===== src/rtl/freq_counter_avg_if.sv =====
// Measurement bus of freq_counter_avg: waveform, mode and clear in; result and status flags out.
// Master drives the stimulus side, slave is the counter itself.
interface freq_counter_avg_if #(
  parameter int CNT_W = 13
);
  logic             i_in_wave;
  logic             i_mode;
  logic             i_clear;
  logic [CNT_W-1:0] o_result;
  logic             o_result_valid;
  logic             o_filled;
  logic             o_stalled;

  modport master (
    output i_in_wave, i_mode, i_clear,
    input  o_result, o_result_valid, o_filled, o_stalled
  );

  modport slave (
    input  i_in_wave, i_mode, i_clear,
    output o_result, o_result_valid, o_filled, o_stalled
  );
endinterface


===== src/rtl/freq_counter_avg.sv =====
// Frequency counter: sliding period average (mode 0) or gated edge count (mode 1) of an async waveform.
// Results registered 2 clocks after the synchronised rise; no backpressure, o_result_valid is a one-cycle strobe.
module freq_counter_avg #(
  parameter int CNT_W       = 13,
  parameter int LOG2_DEPTH  = 3,
  parameter int GATE_CYCLES = 50000,
  parameter int TIMEOUT     = 8191
) (
  input  logic                 i_clk,
  input  logic                 i_rst,
  freq_counter_avg_if.slave    bus
);
  localparam int DEPTH  = 1 << LOG2_DEPTH;
  localparam int SUM_W  = CNT_W + LOG2_DEPTH;
  localparam int GATE_W = $clog2(GATE_CYCLES);

  localparam logic [CNT_W-1:0]      TMO       = CNT_W'(TIMEOUT);
  localparam logic [CNT_W-1:0]      CNT_MAX   = '1;
  localparam logic [CNT_W-1:0]      CNT_ONE   = 1;
  localparam logic [GATE_W-1:0]     GATE_LAST = GATE_W'(GATE_CYCLES - 1);
  localparam logic [GATE_W-1:0]     GATE_ONE  = 1;
  localparam logic [LOG2_DEPTH-1:0] PTR_ONE   = 1;
  localparam logic [LOG2_DEPTH:0]   FILL_ONE  = 1;
  localparam logic [LOG2_DEPTH:0]   FILL_FULL = (LOG2_DEPTH + 1)'(DEPTH);

  logic                  r_sync1, r_sync2, r_prev;
  logic                  r_mode_q;
  logic [CNT_W-1:0]      r_per;
  logic                  r_armed;
  logic [CNT_W-1:0]      r_buf [DEPTH];
  logic [LOG2_DEPTH-1:0] r_wr_ptr;
  logic [LOG2_DEPTH:0]   r_fill_cnt;
  logic [SUM_W-1:0]      r_sum;
  logic                  r_filled;
  logic                  r_stalled;
  logic [CNT_W-1:0]      r_result;
  logic                  r_valid;
  logic [GATE_W-1:0]     r_gate_cnt;
  logic [CNT_W-1:0]      r_edges;

  logic                  w_rise;
  logic                  w_restart;
  logic                  w_timeout;
  logic [SUM_W-1:0]      w_old;
  logic [SUM_W-1:0]      w_sum_new;
  logic [LOG2_DEPTH:0]   w_fill_new;
  logic [CNT_W-1:0]      w_avg;
  logic [CNT_W-1:0]      w_edges_inc;
  logic [CNT_W-1:0]      w_win_total;
  logic                  w_win_end;

  assign w_rise      = r_sync2 & ~r_prev;
  // A mode switch is treated exactly like clear so the two result types never mix.
  assign w_restart   = i_rst | bus.i_clear | (bus.i_mode != r_mode_q);
  assign w_timeout   = (r_per == TMO) & ~w_rise & ~r_stalled;
  assign w_old       = r_filled ? SUM_W'(r_buf[r_wr_ptr]) : '0;
  assign w_sum_new   = r_sum + SUM_W'(r_per) - w_old;
  assign w_fill_new  = r_filled ? r_fill_cnt : r_fill_cnt + FILL_ONE;
  assign w_avg       = CNT_W'(w_sum_new >> LOG2_DEPTH);
  assign w_edges_inc = (r_edges == CNT_MAX) ? r_edges : r_edges + CNT_ONE;
  assign w_win_total = w_rise ? w_edges_inc : r_edges;
  assign w_win_end   = (r_gate_cnt == GATE_LAST);

  always_ff @(posedge i_clk) begin
    if (w_restart) begin
      r_sync1    <= 1'b0;
      r_sync2    <= 1'b0;
      r_prev     <= 1'b0;
      r_mode_q   <= bus.i_mode;
      r_per      <= '0;
      r_armed    <= 1'b0;
      for (int i = 0; i < DEPTH; i++) r_buf[i] <= '0;
      r_wr_ptr   <= '0;
      r_fill_cnt <= '0;
      r_sum      <= '0;
      r_filled   <= 1'b0;
      r_stalled  <= 1'b0;
      r_result   <= '0;
      r_valid    <= 1'b0;
      r_gate_cnt <= '0;
      r_edges    <= '0;
    end else begin
      r_valid <= 1'b0;
      r_sync1 <= bus.i_in_wave;
      r_sync2 <= r_sync1;
      r_prev  <= r_sync2;

      if (w_rise)            r_per <= CNT_ONE;
      else if (r_per != TMO) r_per <= r_per + CNT_ONE;

      if (!r_mode_q) begin
        if (w_rise) begin
          // First rise after restart/stall only provides the reference edge.
          if (!r_armed) begin
            r_armed   <= 1'b1;
            r_stalled <= 1'b0;
          end else begin
            r_buf[r_wr_ptr] <= r_per;
            r_wr_ptr        <= r_wr_ptr + PTR_ONE;
            r_sum           <= w_sum_new;
            r_fill_cnt      <= w_fill_new;
            if (w_fill_new == FILL_FULL) begin
              r_filled <= 1'b1;
              r_result <= w_avg;
              r_valid  <= 1'b1;
            end
          end
        end else if (w_timeout) begin
          r_stalled  <= 1'b1;
          r_result   <= '0;
          r_valid    <= 1'b1;
          r_armed    <= 1'b0;
          r_fill_cnt <= '0;
          r_filled   <= 1'b0;
          r_sum      <= '0;
          r_wr_ptr   <= '0;
        end
      end else begin
        if (w_win_end) begin
          r_gate_cnt <= '0;
          r_result   <= w_win_total;
          r_valid    <= 1'b1;
          r_filled   <= 1'b1;
          r_stalled  <= (w_win_total == '0);
          r_edges    <= '0;
        end else begin
          r_gate_cnt <= r_gate_cnt + GATE_ONE;
          if (w_rise) r_edges <= w_edges_inc;
        end
      end
    end
  end

  assign bus.o_result       = r_result;
  assign bus.o_result_valid = r_valid;
  assign bus.o_filled       = r_filled;
  assign bus.o_stalled      = r_stalled;
endmodule


===== src/flat_wrapper.sv =====
// flat-port wrapper written by rule: the top's interface ports become plain ports
module freq_counter_avg_flat 
#(
  parameter int CNT_W       = 13,
  parameter int LOG2_DEPTH  = 3,
  parameter int GATE_CYCLES = 50000,
  parameter int TIMEOUT     = 8191
)
  (i_clk, i_rst, bus_i_in_wave, bus_i_mode, bus_i_clear, bus_o_result, bus_o_result_valid, bus_o_filled, bus_o_stalled);
  freq_counter_avg_if #(.CNT_W(CNT_W)) bus_i ();
  input  logic i_clk;
  input  logic i_rst;
  input wire logic [$bits(bus_i.i_in_wave)-1:0] bus_i_in_wave;
  input wire logic [$bits(bus_i.i_mode)-1:0] bus_i_mode;
  input wire logic [$bits(bus_i.i_clear)-1:0] bus_i_clear;
  output wire logic [$bits(bus_i.o_result)-1:0] bus_o_result;
  output wire logic [$bits(bus_i.o_result_valid)-1:0] bus_o_result_valid;
  output wire logic [$bits(bus_i.o_filled)-1:0] bus_o_filled;
  output wire logic [$bits(bus_i.o_stalled)-1:0] bus_o_stalled;
  assign bus_i.i_in_wave = bus_i_in_wave;
  assign bus_i.i_mode = bus_i_mode;
  assign bus_i.i_clear = bus_i_clear;
  assign bus_o_result = bus_i.o_result;
  assign bus_o_result_valid = bus_i.o_result_valid;
  assign bus_o_filled = bus_i.o_filled;
  assign bus_o_stalled = bus_i.o_stalled;
  freq_counter_avg #(.CNT_W(CNT_W), .LOG2_DEPTH(LOG2_DEPTH), .GATE_CYCLES(GATE_CYCLES), .TIMEOUT(TIMEOUT)) u_core (.i_clk(i_clk), .i_rst(i_rst), .bus(bus_i));
endmodule

===== config.mk =====
export PLATFORM = sky130hd
export DESIGN_NAME = freq_counter_avg_flat
export DESIGN_NICKNAME = d
export VERILOG_FILES = /design/src/rtl/freq_counter_avg_if.sv /design/src/rtl/freq_counter_avg.sv /design/src/flat_wrapper.sv
export SDC_FILE = /design/constraint.sdc
export NUM_CORES = 1
export LEC_CHECK = 0
export ABC_AREA = 0
export ABC_CLOCK_PERIOD_IN_PS = 4500
export CAP_MARGIN = 30
export CORE_ASPECT_RATIO = 0.7
export CORE_MARGIN = 2
export CORE_UTILIZATION = 55
export CTS_BUF_LIST = sky130_fd_sc_hd__clkbuf_8
export CTS_CLUSTER_SIZE = 10
export DETAILED_ROUTE_END_ITERATION = 6
export PLACE_DENSITY = 0.71
export SLEW_MARGIN = 20
export SYNTH_ARGS = -nofsm -noshare
export SYNTH_HDL_FRONTEND = slang
export SYNTH_SLANG_ARGS = --single-unit

===== constraint.sdc =====
create_clock -name i_clk -period 4.5 [get_ports i_clk]
set_input_delay 0.675 -clock i_clk [delete_from_list [all_inputs] [get_ports i_clk]]
set_output_delay 0.675 -clock i_clk [all_outputs]
set_load 0.01 [all_outputs]

==> impl_metrics.ini, run 1 <==
[run_status]
status = completed

[yosys]
ys_seq_area_share_pct = 48.25
dominantRegCellSynth = edfxtp_1
synthTopCellsByArea = edfxtp_1 31%, dfxtp_1 17%, mux4_2 5.7%
yosysMostFrequentCell = edfxtp_1
yosysWarningCount = 0
synth_top_area_share_pct = 30.95
synth_cells = 992
yosys.cell_types.count = 71
syn_avg_cell_area_sq_um = 10.27
synthArstFlopShare_pct = 0
synth-seq-cells = 193
syn_area_sq_mm = 0.01019
syn_nets = 1031
ys_top_cells_by_count = 105 x edfxtp_1, 95 x nor2_1, 88 x dfxtp_1
synth.largest_area_cell = edfxtp_1
synth-edff-count = 105

[worst_setup_path]
crit_fanout = 21
slowest_stage = mux4_2
rrSetupSlack_ns = 0.46
worstSetupPathType = reg -> reg
required_ns = 4.87
critPathArrivalTime_ns = 4.41
startpoint_type = flop
path_common_cell = nor2_1
path_cells = buf_12 -> mux4_2 -> mux2i_1 -> nor2_1 -> fa_1 -> inv_1 -> ha_1 -> nor2b_1 -> o2111a_1 -> or3_1 -> a311oi_1 -> nor4_1 -> a211oi_1 -> nor2_1
end_kind = flop
slowest_delay_ns = 0.51

[job]
drv_cap = 0

[floorplanning]
initial_core_util_pct = 56.41
fp.dieH_um = 117.9
io_pins = 21
die_area_sq_mm = 0.01964
die_x_um = 166.7
num_rows = 41
core_area_sq_mm = 0.01806

[timing]
fin_ws_ns = 0.4582
clock_skew_ns = 0.01538
fin_crit_ns = 4.042
hold_viol = 0
finalCritPeriodShare_pct = 89.82
worst_pin_slew_ns = 0.8307
timing.fmax_mhz = 247.4
slew_headroom_pct = 44.54
slew_violations = 0
rsz0062_at_grt = false
setup_tns_ns = 0
setup_viol = 0

[route]
vias_per_cell = 6.257
via_count = 7802
drtPass1Iterations = 6
final_antenna_net_count = 0
drc = 0
drt_iter0_markers = 944
wl_per_cell_um = 20.57
postRouteWirelength_um = 25660

[clock_network]
clockBufferDepth = 2
clkTransAtPathRegs_ns = 0.10
cts-root-buf = clkbuf_8
post-cts-setup-buffers = 0
clk_latency_ns = 0.48
cts_tree = yes
clock_sinks = 193
cts_buffers = 17
h-tree-depth = 4
cts_resized = 0
holdBufCountCts = 0

[pwr]
p_per_area_mw_per_mm2 = 292.0
p_leak_nw = 3.854
ir_drop_uv = 185.6

[final_layout]
drive_above_1_share_pct = 11.08
final_net_count = 1037
diodes = 0
fillerInstances = 1513
area_growth_pct = 8.807

[placed_design]
routabilityCongestion = 0.9380
post-place-ws_ns = 0.4599
dp_hpwl_um = 18360
port_buffers = 20

[global_route]
grt_use_total_pct = 26.76
grt_pass1_vias = 7187
grt_max_degree = 42
grt_overflow_total = 0
grt_antenna_before_repair = 0
grt_first_pass_wirelength_um = 40650

[min_path]
min_path_type = reg -> reg
## final timing paths
check | to | cells past startpoint | start
setup / recovery | u_core.bus.o_result[5]$_SDFFE_PP0P_ | 14 | flop
hold / removal | u_core.r_sync2$_SDFF_PP0_ | 1 | u_core.r_sync1$_SDFF_PP0_
setup reg to reg | u_core.bus.o_result[5]$_SDFFE_PP0P_ | 14 | flop
hold reg to reg | u_core.r_sync2$_SDFF_PP0_ | 1 | u_core.r_sync1$_SDFF_PP0_
## layout make-up
cell class,instances,area (sq um),share of cell area (%)
Timing Repair Buffer,52,469.2,4.233
Sequential cell,193,4916,44.36
Clock inverter,13,123.9,1.118
Inverter,63,236.5,2.134
Multi-Input combinational cell,671,4781,43.14
Tap cell,236,295.3,2.664
Clock buffer,19,261.5,2.359
## power breakdown
group	switching [W]	internal (W)	leakage (nW)
clock	0.000657	0.000480	0.208
sequential	0.0000211	0.00190	1.93
combinational	0.000114	0.0000608	1.71
total	0.000792	0.00244	3.85
## sequential cells by signal, indices dropped and copies added, names as in the netlist, named ones only
register                   count
u_core.bus.o_result           13
u_core.r_sync1                 1
u_core.r_armed                 1
u_core.r_sync2                 1
u_core.r_prev                  1
u_core.r_edges                13
u_core.r_fill_cnt              4
u_core.r_per                  13
u_core.bus.o_stalled           1
u_core.r_wr_ptr                3
u_core.bus.o_result_valid      1
u_core.r_buf                 104
u_core.bus.o_filled            1
u_core.r_mode_q                1
u_core.r_gate_cnt             16
u_core.r_sum                  16
## worst max-delay path, delay by kind of cell (launching register included)
kind / cells / cell delay, ns
flops: 1 / 0.48
buf+inv: 2 / 0.28
fa+ha+maj: 2 / 0.82
compound gates: 3 / 0.89
simple gates: 5 / 0.80
mux: 2 / 0.65
## per-layer routing
| layer | global-route usage (%) | up-vias | wire length, um |
|---|---|---|---|
| met1 | 42.59 | 3804 | 12430 |
| met2 | 36.54 | 365 | 10570 |
| met3 | 6.826 | 20 | 2385 |
| met5 | 0 | - | 0 |
| met4 | 5.603 | 0 | 267 |
| li1 | - | 3613 | - |
## cell families after synthesis
family	Yosys count	synth area share, %
and+or+nand+nor	401	20.75
muxes	47	7.825
DFF	193	48.25
buffers and inverters	128	5.024
xor gates and xnor gates	47	4.041
AOI/OAI and AO/OA	142	8.979
adders and majority gates	34	5.134
## cell usage in the layout (no fill, tap or decap), types with 8 or more instances in the layout
master / n
xnor2_1: 24
mux4_2: 26
nand4_1: 15
clkinv_1: 9
nor2_1: 95
a31oi_1: 9
mux2i_1: 20
nor4_1: 51
and2_1: 45
clkbuf_8: 19
nand3_1: 30
dfxtp_1: 87
fa_1: 13
nand2_1: 61
clkdlybuf4s50_1: 20
o21ai_0: 25
edfxtp_1: 105
nor2b_1: 8
inv_1: 55
nor3_1: 43
a21oi_1: 51
and3_1: 8
ha_1: 21
buf_4: 29
nand2b_1: 13
xor2_1: 23
## metrics by stage
stage,hold slack (ns),total power (W),std cells,cell area (sq um),util (%)
2_1_floorplan,0.4057,0.002069,992,10190,-
3_3_place_gp,0.4144,0.002130,1214,10690,59.18
3_5_place_dp,0.4268,0.002136,1214,10690,59.18
4_1_cts,0.4523,0.003247,1246,11070,61.32
5_1_grt,0.4558,0.003335,1247,11080,61.38
6_report,0.4455,0.003236,1247,11080,61.38
Note: power is estimated with default switching activity, not from simulation.
==> run 2, diff against run 1 <==
--- a/config.mk
+++ b/config.mk
@@ -9,11 +9,11 @@
 export ABC_CLOCK_PERIOD_IN_PS = 4500
 export CAP_MARGIN = 30
 export CORE_ASPECT_RATIO = 0.7
-export CORE_MARGIN = 2
 export CORE_UTILIZATION = 55
 export CTS_BUF_LIST = sky130_fd_sc_hd__clkbuf_8
 export CTS_CLUSTER_SIZE = 10
 export DETAILED_ROUTE_END_ITERATION = 6
+export GPL_TIMING_DRIVEN = 0
 export PLACE_DENSITY = 0.71
 export SLEW_MARGIN = 20
 export SYNTH_ARGS = -nofsm -noshare
==> run 2 against run 1 <==
Clock power increased by 7%. Routed wire length up 7.2%. Clock-buffer cell count down 2. Critical endpoint is now u_core.bus.o_result[10]$_SDFFE_PP0P_. Die area fell by 2.9%. Combinational power rose by 5%. Fmax is 4.4% lower. Via count grew 2.5%. Sequential power is essentially flat. Clock skew grew 0.0079 ns. Largest power group unchanged. Power rose by 2.8%. Global-route usage rose by 3.8 points. Flip-flop and latch count unchanged.
==> impl_metrics.ini, run 2 (synthesized netlist as in run 1, its figures left out) <==
[timing]
timing.fmax_mhz = 236.5
slew_violations = 0
fin_crit_ns = 4.229
worst_pin_slew_ns = 0.9045
setup_viol = 0
hold_viol = 0
finalCritPeriodShare_pct = 93.98
rsz0062_at_grt = false
slew_headroom_pct = 39.70
holdWs_ns = 0.4445
clock_skew_ns = 0.02325

[clock_network]
cts_buffers = 17
cts_tree = yes
clock_sinks = 193
h-tree-depth = 4
cts-root-buf = clkbuf_8
clk_latency_ns = 0.50
clkTransAtPathRegs_ns = 0.12
clockBufferDepth = 2

[route]
postRouteWirelength_um = 27490
via_count = 8000
vias_per_cell = 6.255
drtPass1Iterations = 5
drc = 0
drt_iter0_markers = 951
final_antenna_net_count = 0
wl_per_cell_um = 21.50

[floorplanning]
initial_core_util_pct = 56.41
die_x_um = 164.7
die_area_sq_mm = 0.01908
num_rows = 41
core_area_sq_mm = 0.01806
io_pins = 21
fp.dieH_um = 115.9

[final_layout]
largest_reg_flops = 104
regMostFlops = u_core.r_buf
layout_commonest_cell = edfxtp_1
diodes = 0
drive_above_1_share_pct = 10.07
area_growth_pct = 10.01
final_cell_mix = 105 x edfxtp_1, 95 x nor2_1, 86 x dfxtp_1
final_net_count = 1069
largest_registers = u_core.r_buf (104), u_core.r_gate_cnt (16), u_core.r_sum (16)

[global_route]
grt_use_total_pct = 30.57
grt_antenna_before_repair = 1
grt_overflow_total = 0
grt_first_pass_wirelength_um = 42560
grt_max_degree = 23
grt_pass1_vias = 7408

[worst_setup_path]
crit_fanout = 10
path_common_cell = nor2_1
path_cells = buf_4 -> mux4_2 -> mux2i_1 -> nor2_1 -> fa_1 -> inv_1 -> ha_1 -> and3_1 -> nand2_1 -> a21oi_1 -> nor2_1 -> o31ai_2 -> xor2_2 -> o2bb2ai_1
worstSetupPathType = reg -> reg
end_kind = flop
slowest_delay_ns = 0.59
critPathArrivalTime_ns = 4.64
crit_buf_inv = 2
critPathTopFamily = adder cells
required_ns = 4.91
slowest_stage = mux4_2
startpoint_type = flop

[placed_design]
dp_hpwl_um = 19820
port_buffers = 20
routabilityCongestion = 0.9279

[pwr]
ir_drop_uv = 176.8
total_power_w = 0.003325
p_leak_nw = 3.858
p_per_area_mw_per_mm2 = 296.8

[job]
drv_cap = 0

[run_status]
status = completed

[min_path]
min_path_type = reg -> reg
run 2: final timing paths:
check                                                             to  depth (start not counted)                 startpoint  slack (ns)
worst max-delay path            u_core.bus.o_result[10]$_SDFFE_PP0P_                         14                       flop        0.27
worst min-delay path                       u_core.r_sync2$_SDFF_PP0_                          1  u_core.r_sync1$_SDFF_PP0_        0.44
worst min register to register             u_core.r_sync2$_SDFF_PP0_                          1  u_core.r_sync1$_SDFF_PP0_        0.44
worst max register to register  u_core.bus.o_result[10]$_SDFFE_PP0P_                         14                       flop        0.27
run 2: final cells by class:
class	instances	area, sq um
Buffer	62	272.8
Clock buffer	17	234.0
Clock inverter	15	203.9
Fill cell	1521	6852
Inverter	63	236.5
Multi-Input combinational cell	671	4821
Sequential cell	193	4920
Tap cell	236	295.3
Timing Repair Buffer	22	222.7
run 2: worst register-to-register path, delay by kind of cell (launching register included):
| family | cells | cell delay (ns) |
|---|---|---|
| fa+ha+maj | 2 | 0.94 |
| mux | 2 | 0.80 |
| compound gates | 3 | 0.72 |
| simple gates | 4 | 0.58 |
| flops | 1 | 0.46 |
| buf+inv | 2 | 0.33 |
| xor+xnor | 1 | 0.33 |
run 2: where the power goes:
group          internal (W)  total (W)  switching, W
Clock              0.000444    0.00122      0.000776
Sequential          0.00190    0.00192     0.0000185
Combinational     0.0000622   0.000183      0.000121
run 2: layer usage:
metal / vias up / part of all wire [%] / wire (um) / GRT usage [%]
li1: 3673 / - / - / -
met5: - / 0.033 / 9 / 0
met4: 2 / 1.4 / 383 / 8.991
met1: 3871 / 46 / 12650 / 46.16
met2: 417 / 40 / 11050 / 40.78
met3: 37 / 12 / 3404 / 10.67
run 2: stage by stage:
stage          setup TNS, ns  worst slack, ns  util (%)  instance area (sq um)  instances
6_report                   0           0.2710     62.06                  11210       1279
2_1_floorplan              0           0.3898         -                  10190        992
5_1_grt                    0          0.07490     62.06                  11210       1279
3_3_place_gp          -15.97          -0.5721     59.15                  10680       1248
3_5_place_dp          -2.782          -0.4466     59.55                  10750       1250
4_1_cts                    0          0.01767     61.98                  11190       1280
run 2: what timing repair did:
action / CTS / global route
gates resized for setup: 5 / 6
hold buffers: 0 / 0
pin swaps: 0 / 0
endpoints found under the setup margin: 16 / 4
buffers inserted: 0 / 0
